$ cat src/rtl/seq_signmag_divider_pkg.sv
// Shared types and constants for the sign-magnitude divider: FSM states,
// default widths, sign-bit helper and 7-segment glyphs.
package seq_signmag_divider_pkg;

    localparam int DIVIDEND_W_DFLT = 8;
    localparam int DIVISOR_W_DFLT  = 4;

    typedef enum logic [1:0] {
        ST_IDLE = 2'd0,
        ST_CALC = 2'd1,
        ST_DONE = 2'd2
    } state_t;

    // Segment order {g,f,e,d,c,b,a}, active high.
    localparam logic [6:0] SEG_BLANK = 7'b0000000;
    localparam logic [6:0] SEG_ERROR = 7'b1111001;

    // Operands are {sign, magnitude}, so the sign sits just above the magnitude.
    function automatic int sign_idx(input int mag_w);
        return mag_w;
    endfunction

endpackage

$ cat src/rtl/signmag_div_core.sv
// Restoring shift/subtract datapath: one quotient bit per step, MSB first,
// with the iteration counter that flags the final step.
module signmag_div_core #(
    parameter int DIVIDEND_W = 8,
    parameter int DIVISOR_W  = 4
) (
    input  logic                  clk,
    input  logic                  reset_n,
    input  logic                  i_load,
    input  logic                  i_step,
    input  logic [DIVIDEND_W-1:0] i_dividend,
    input  logic [DIVISOR_W-1:0]  i_divisor,
    output logic                  o_last,
    output logic [DIVIDEND_W-1:0] o_quot_nxt,
    output logic [DIVISOR_W-1:0]  o_rem_nxt
);

    localparam int CW = (DIVIDEND_W > 1) ? $clog2(DIVIDEND_W) : 1;

    logic [DIVIDEND_W-1:0] r_dvd;
    logic [DIVISOR_W-1:0]  r_div;
    logic [DIVISOR_W-1:0]  r_part;
    logic [DIVIDEND_W-1:0] r_quot;
    logic [CW-1:0]         r_cnt;

    logic [DIVISOR_W:0]    w_shift;
    logic                  w_ge;
    logic [DIVISOR_W-1:0]  w_diff;
    logic [DIVISOR_W-1:0]  w_part_nxt;

    // The partial stays below the divisor, so after the subtract it fits in DIVISOR_W bits.
    assign w_shift    = {r_part, r_dvd[DIVIDEND_W-1]};
    assign w_ge       = (w_shift >= {1'b0, r_div});
    assign w_diff     = w_shift[DIVISOR_W-1:0] - r_div;
    assign w_part_nxt = w_ge ? w_diff : w_shift[DIVISOR_W-1:0];

    assign o_quot_nxt = {r_quot[DIVIDEND_W-2:0], w_ge};
    assign o_rem_nxt  = w_part_nxt;
    assign o_last     = (r_cnt == CW'(DIVIDEND_W - 1));

    always_ff @(posedge clk or negedge reset_n) begin
        if (!reset_n) begin
            r_dvd  <= '0;
            r_div  <= '0;
            r_part <= '0;
            r_quot <= '0;
            r_cnt  <= '0;
        end else if (i_load) begin
            r_dvd  <= i_dividend;
            r_div  <= i_divisor;
            r_part <= '0;
            r_quot <= '0;
            r_cnt  <= '0;
        end else if (i_step) begin
            r_dvd  <= {r_dvd[DIVIDEND_W-2:0], 1'b0};
            r_part <= w_part_nxt;
            r_quot <= o_quot_nxt;
            r_cnt  <= r_cnt + CW'(1);
        end
    end

endmodule

$ cat src/rtl/seq_signmag_divider.sv
// Sequential sign-magnitude divider top: FSM, sign handling and result registers.
// Optional display decode is enabled with `define DIVIDER_DISPLAY_EN.
module seq_signmag_divider
    import seq_signmag_divider_pkg::*;
#(
    parameter int DIVIDEND_W = DIVIDEND_W_DFLT,
    parameter int DIVISOR_W  = DIVISOR_W_DFLT
) (
    input  logic                  clk,
    input  logic                  reset_n,
    input  logic                  start,
    input  logic [DIVIDEND_W:0]   dividend,
    input  logic [DIVISOR_W:0]    divisor,
    output logic                  busy,
    output logic                  done,
    output logic                  div_zero,
    output logic [DIVIDEND_W-1:0] quotient,
    output logic                  q_sign,
    output logic [DIVISOR_W-1:0]  remainder,
    output logic                  r_sign,
    output logic [1:0]            dbg_state
`ifdef DIVIDER_DISPLAY_EN
    ,
    output logic [6:0]            display0,
    output logic [6:0]            display1,
    output logic [6:0]            display2,
    output logic [6:0]            display3,
    output logic [6:0]            display4,
    output logic [6:0]            display5
`endif
);

    // Handshake: start is taken only when sampled high in IDLE; any other start
    // is dropped. done is a single-cycle pulse and results stay valid until the next accept.
    state_t r_state;
    state_t w_state_nxt;

    logic                  r_a_sign;
    logic                  r_b_sign;
    logic                  r_div_zero;
    logic [DIVIDEND_W-1:0] r_quot;
    logic                  r_qs;
    logic [DIVISOR_W-1:0]  r_rem;
    logic                  r_rs;

    logic                  w_accept;
    logic                  w_b_zero;
    logic                  w_calc;
    logic                  w_last;
    logic [DIVIDEND_W-1:0] w_quot_nxt;
    logic [DIVISOR_W-1:0]  w_rem_nxt;

    assign w_accept = (r_state == ST_IDLE) && start;
    assign w_b_zero = (divisor[DIVISOR_W-1:0] == '0);
    assign w_calc   = (r_state == ST_CALC);

    signmag_div_core #(
        .DIVIDEND_W (DIVIDEND_W),
        .DIVISOR_W  (DIVISOR_W)
    ) u_core (
        .clk        (clk),
        .reset_n    (reset_n),
        .i_load     (w_accept),
        .i_step     (w_calc),
        .i_dividend (dividend[DIVIDEND_W-1:0]),
        .i_divisor  (divisor[DIVISOR_W-1:0]),
        .o_last     (w_last),
        .o_quot_nxt (w_quot_nxt),
        .o_rem_nxt  (w_rem_nxt)
    );

    always_ff @(posedge clk or negedge reset_n) begin
        if (!reset_n) r_state <= ST_IDLE;
        else          r_state <= w_state_nxt;
    end

    always_comb begin
        w_state_nxt = r_state;
        case (r_state)
            ST_IDLE: if (start) w_state_nxt = w_b_zero ? ST_DONE : ST_CALC;
            ST_CALC: if (w_last) w_state_nxt = ST_DONE;
            ST_DONE: w_state_nxt = ST_IDLE;
            default: w_state_nxt = ST_IDLE;
        endcase
    end

    always_comb begin
        busy = (r_state == ST_CALC);
        done = (r_state == ST_DONE);
    end

    // Results are written on the final iteration so they never move during CALC.
    always_ff @(posedge clk or negedge reset_n) begin
        if (!reset_n) begin
            r_a_sign   <= 1'b0;
            r_b_sign   <= 1'b0;
            r_div_zero <= 1'b0;
            r_quot     <= '0;
            r_qs       <= 1'b0;
            r_rem      <= '0;
            r_rs       <= 1'b0;
        end else if (w_accept) begin
            r_a_sign   <= dividend[sign_idx(DIVIDEND_W)];
            r_b_sign   <= divisor[sign_idx(DIVISOR_W)];
            r_div_zero <= w_b_zero;
            if (w_b_zero) begin
                r_quot <= '1;
                r_rem  <= '0;
                r_qs   <= 1'b0;
                r_rs   <= 1'b0;
            end
        end else if (w_calc && w_last) begin
            r_quot <= w_quot_nxt;
            r_rem  <= w_rem_nxt;
            r_qs   <= (r_a_sign ^ r_b_sign) && (w_quot_nxt != '0);
            r_rs   <= r_a_sign && (w_rem_nxt != '0);
        end
    end

    assign div_zero  = r_div_zero;
    assign quotient  = r_quot;
    assign q_sign    = r_qs;
    assign remainder = r_rem;
    assign r_sign    = r_rs;
    assign dbg_state = r_state;

`ifdef DIVIDER_DISPLAY_EN
    BinaryTo7Segment u_seg0 (.i_bin(r_quot[3:0]), .o_seg(display0));
    BinaryTo7Segment u_seg1 (.i_bin(r_quot[7:4]), .o_seg(display1));
    BinaryTo7Segment u_seg2 (.i_bin(r_rem[3:0]),  .o_seg(display2));
    SignDisplay      u_sgn3 (.i_sign(r_qs),       .o_seg(display3));
    SignDisplay      u_sgn4 (.i_sign(r_rs),       .o_seg(display4));
    assign display5 = r_div_zero ? SEG_ERROR : SEG_BLANK;
`endif

endmodule

$ cat config.mk
export PLATFORM = sky130hd
export DESIGN_NAME = seq_signmag_divider
export DESIGN_NICKNAME = d
export VERILOG_FILES = /design/src/rtl/seq_signmag_divider_pkg.sv /design/src/rtl/signmag_div_core.sv /design/src/rtl/seq_signmag_divider.sv
export SDC_FILE = /design/constraint.sdc
export NUM_CORES = 1
export LEC_CHECK = 0
export ABC_AREA = 1
export CORE_MARGIN = 4
export CORE_UTILIZATION = 56
export CTS_CLUSTER_SIZE = 25
export DETAILED_ROUTE_END_ITERATION = 16
export GPL_ROUTABILITY_DRIVEN = 0
export PLACE_DENSITY = 0.84
export SETUP_SLACK_MARGIN = 0.15
export SLEW_MARGIN = 0
export SYNTH_ARGS = -nofsm -noshare
export SYNTH_HDL_FRONTEND = slang
export SYNTH_SLANG_ARGS = --single-unit
$ cat constraint.sdc
create_clock -name clk -period 5 [get_ports clk]
set_input_delay 1 -clock clk [delete_from_list [all_inputs] [get_ports clk]]
set_output_delay 1 -clock clk [all_outputs]
set_load 0.02 [all_outputs]
==> metrics.csv <==
stage;metric;value;unit
timing;timing.final.crit_period;2.785;ns
power;ir_drop;325.8;µV
timing;rsz0062_at_grt;no;
cts;cts_setup_buffers;0;
timing;min_period_over_period;55.71;%
cells_and_area;drive_above_1_share;11.67;%
cts;clk_latency;0.30;ns
synth;syn-cell-area;2049;µm²
timing;maxSlewHeadroom;37.47;%
worst_setup_path;arrival;1.79;ns
global_route;track_usage;20.53;%
synth;ys_warn_count;0;
global_route;grt_max_degree;46;
run_status;status;finished clean;
drt;ant_nets;0;
cells_and_area;fill_cells;257;
cells_and_area;areaGrowthSynthToFinish;22.59;%
cts;cts_tree;done;
drt;drc;0;
worst_setup_path;startpoint_type;flop;
drt;drt_iter0_markers;105;
timing;fin_hold_ws;0.4837;ns
timing;fin_tns_setup;0;ns
place;io_buffers;35;
hold_path;min_path_type;flop to flop;
floorplanning;die_w;68.50;µm
cts;numCtsBuffers;5;
cts;clockRootBuffer;clkbuf_8;
global_route;overflow;0;
cells_and_area;n_antenna_cell;0;
timing;slew_viol_final;0;
global_route;antenna_found_initial;0;
cells_and_area;final_area;2512;µm²
global_route;grt_pass1_vias;1602;
timing;hold_viol;0;
floorplanning;dieArea;4692;µm²
synth;avgSynthCellArea;9.316;µm²
timing;worstMarginPinSlew;0.9379;ns
cts;cts_buffer_depth;2;
timing;fmax;359.0;MHz
drt;via_count;1611;
synth;seq_area_frac_synth;54.95;%
place;place_area;2426;µm²
floorplanning;core_area;3442;µm²
power;power_density;728.9;nW/µm²
synth;syn-instance-count;220;
cts;path_clk_slew;0.08;ns
power;power.total;1831;µW
drt;routed_wl;4115;µm
floorplanning;fp.dieH;68.50;µm
cts;cts_resized;0;
synth;synthDistinctLibCells;30;
drt;drtPass1Iterations;4;
power;leakage;0.001199;µW
drt;wl_per_cell;13.58;µm
worst_setup_path;path_class;flop to primary output;
place;hpwlAfterDp;3034;µm
timing;clock_skew;0.003752;ns
cells_and_area;final_net_count;280;
timing;setup_viol;0;
synth;syn_nets;244;
cts;cts_sinks;45;
cts;cts_hold_buffers;0;
worst_setup_path;cp.required;4.00;ns
cts;cts_max_level;2;
synth;ys_ff_latch;45;
job;maxCapViolations;0;
global_route;grt_first_pass_wirelength;7017;µm
worst_setup_path;path_max_fanout;15;
floorplanning;initial_core_util;59.54;%
floorplanning;rows;21;
worst_setup_path;critPathCaptureType;primary output;
floorplanning;ios;36;
drt;drt-vias-per-instance;5.317;
==> worst max-delay path, stage by stage, from the launching register on <==
cell             delay, ns
dfrtp_1               0.44
nor2_4                0.36
clkdlybuf4s50_1       0.69
==> synthesized netlist by cell type <==
master    count  area, µm²
nand2_1      49      183.9
dfrtp_1      45       1126
inv_1        25      93.84
nand3_1      12      60.06
nor2_1       11      41.29
o22ai_1       8      50.05
a21oi_1       7      35.03
inv_2         7      26.28
nand2_2       7      43.79
o21ai_0       7      35.03
ha_1          6      75.07
o211ai_1      6      45.04
a22o_1        5      43.79
buf_2         3      15.01
clkbuf_1      3      11.26
clkinv_1      2      7.510
nand2_4       2      22.52
o21ai_1       2      10.01
xor2_1        2      17.52
a21oi_2       1      8.760
fa_1          1      20.02
nand3_2       1      10.01
nand4_1       1      6.260
nor2_2        1      6.260
nor2_4        1      11.26
nor3_1        1      5.000
nor4_1        1      6.260
o21a_1        1      7.510
o21ai_4       1      16.27
o221ai_1      1      8.760
==> stage by stage <==
stage | setup slack, ns | cells | utilization [%]
after floorplan | 2.904 | 220 | -
after global placement | 2.389 | 295 | 70.48
after detailed placement | 2.304 | 295 | 70.48
after CTS | 2.204 | 303 | 72.99
after global routing | 2.140 | 303 | 72.99
final | 2.215 | 303 | 72.99
==> sequential cells by signal, indices dropped and copies added (netlist names) <==
name and cells:
quotient 8, u_core.r_dvd 8, u_core.r_quot 7, remainder 4, u_core.r_div 4, u_core.r_part 4
u_core.r_cnt 3, dbg_state 2, div_zero 1, q_sign 1, r_a_sign 1, r_b_sign 1
r_sign 1
==> power breakdown <==
group	leakage (µW)	internal, µW	switching (µW)
Combinational	0.000606	395	590
Clock	0.0000439	96.4	121
Sequential	0.000549	533	96.6
==> layout make-up <==
cell class	count	area (µm²)	share of cell area, %
clock inverter	3	17.52	0.6972
inverter	34	127.6	5.080
multi-input combinational	135	769.5	30.63
sequential	45	1126	44.82
tap	46	57.56	2.291
timing repair buffer	35	345.3	13.75
clock buffer	5	68.82	2.739
==> metal layers <==
metal / GRT usage, % / up-vias / wire length [µm]
met5: 0 / - / 0
met4: 7.692 / 0 / 66
met3: 5.511 / 8 / 244
met2: 34.33 / 52 / 2067
met1: 25.38 / 765 / 1737
li1: - / 786 / -
==> cells by family after synthesis <==
family | Yosys count | share of synthesized area [%]
XOR/XNOR | 2 | 0.8549
adder cells (fa/ha/maj) | 7 | 4.640
flip-flops | 45 | 54.95
AND/OR/NAND/NOR | 87 | 19.35
AO/OA/AOI/OAI | 39 | 12.70
buffers and inverters | 40 | 7.509
==> final timing paths <==
check	slack, ns	cells past startpoint	startpoint	to
setup / recovery	2.21	2	dbg_state[1]	busy
hold / removal	0.48	2	q_sign	q_sign
setup reg to reg	3.19	11	u_core.r_part[1]	r_sign
hold reg to reg	0.48	2	q_sign	q_sign
max in group asynchronous	3.58	1	reset_n	quotient[4]
min in group asynchronous	0.85	1	reset_n	dbg_state[0]
==> cell usage in the layout (no fill, tap or decap), drive strengths merged, types with 6 or more instances in the layout <==
cell	instances
nand3	13
nor2	13
dfrtp	45
a21oi	8
o211ai	6
clkdlybuf4s50	34
inv	32
o21ai	10
ha	6
nand2	58
o22ai	8
No activity file was read; power rests on OpenSTA's default activity.
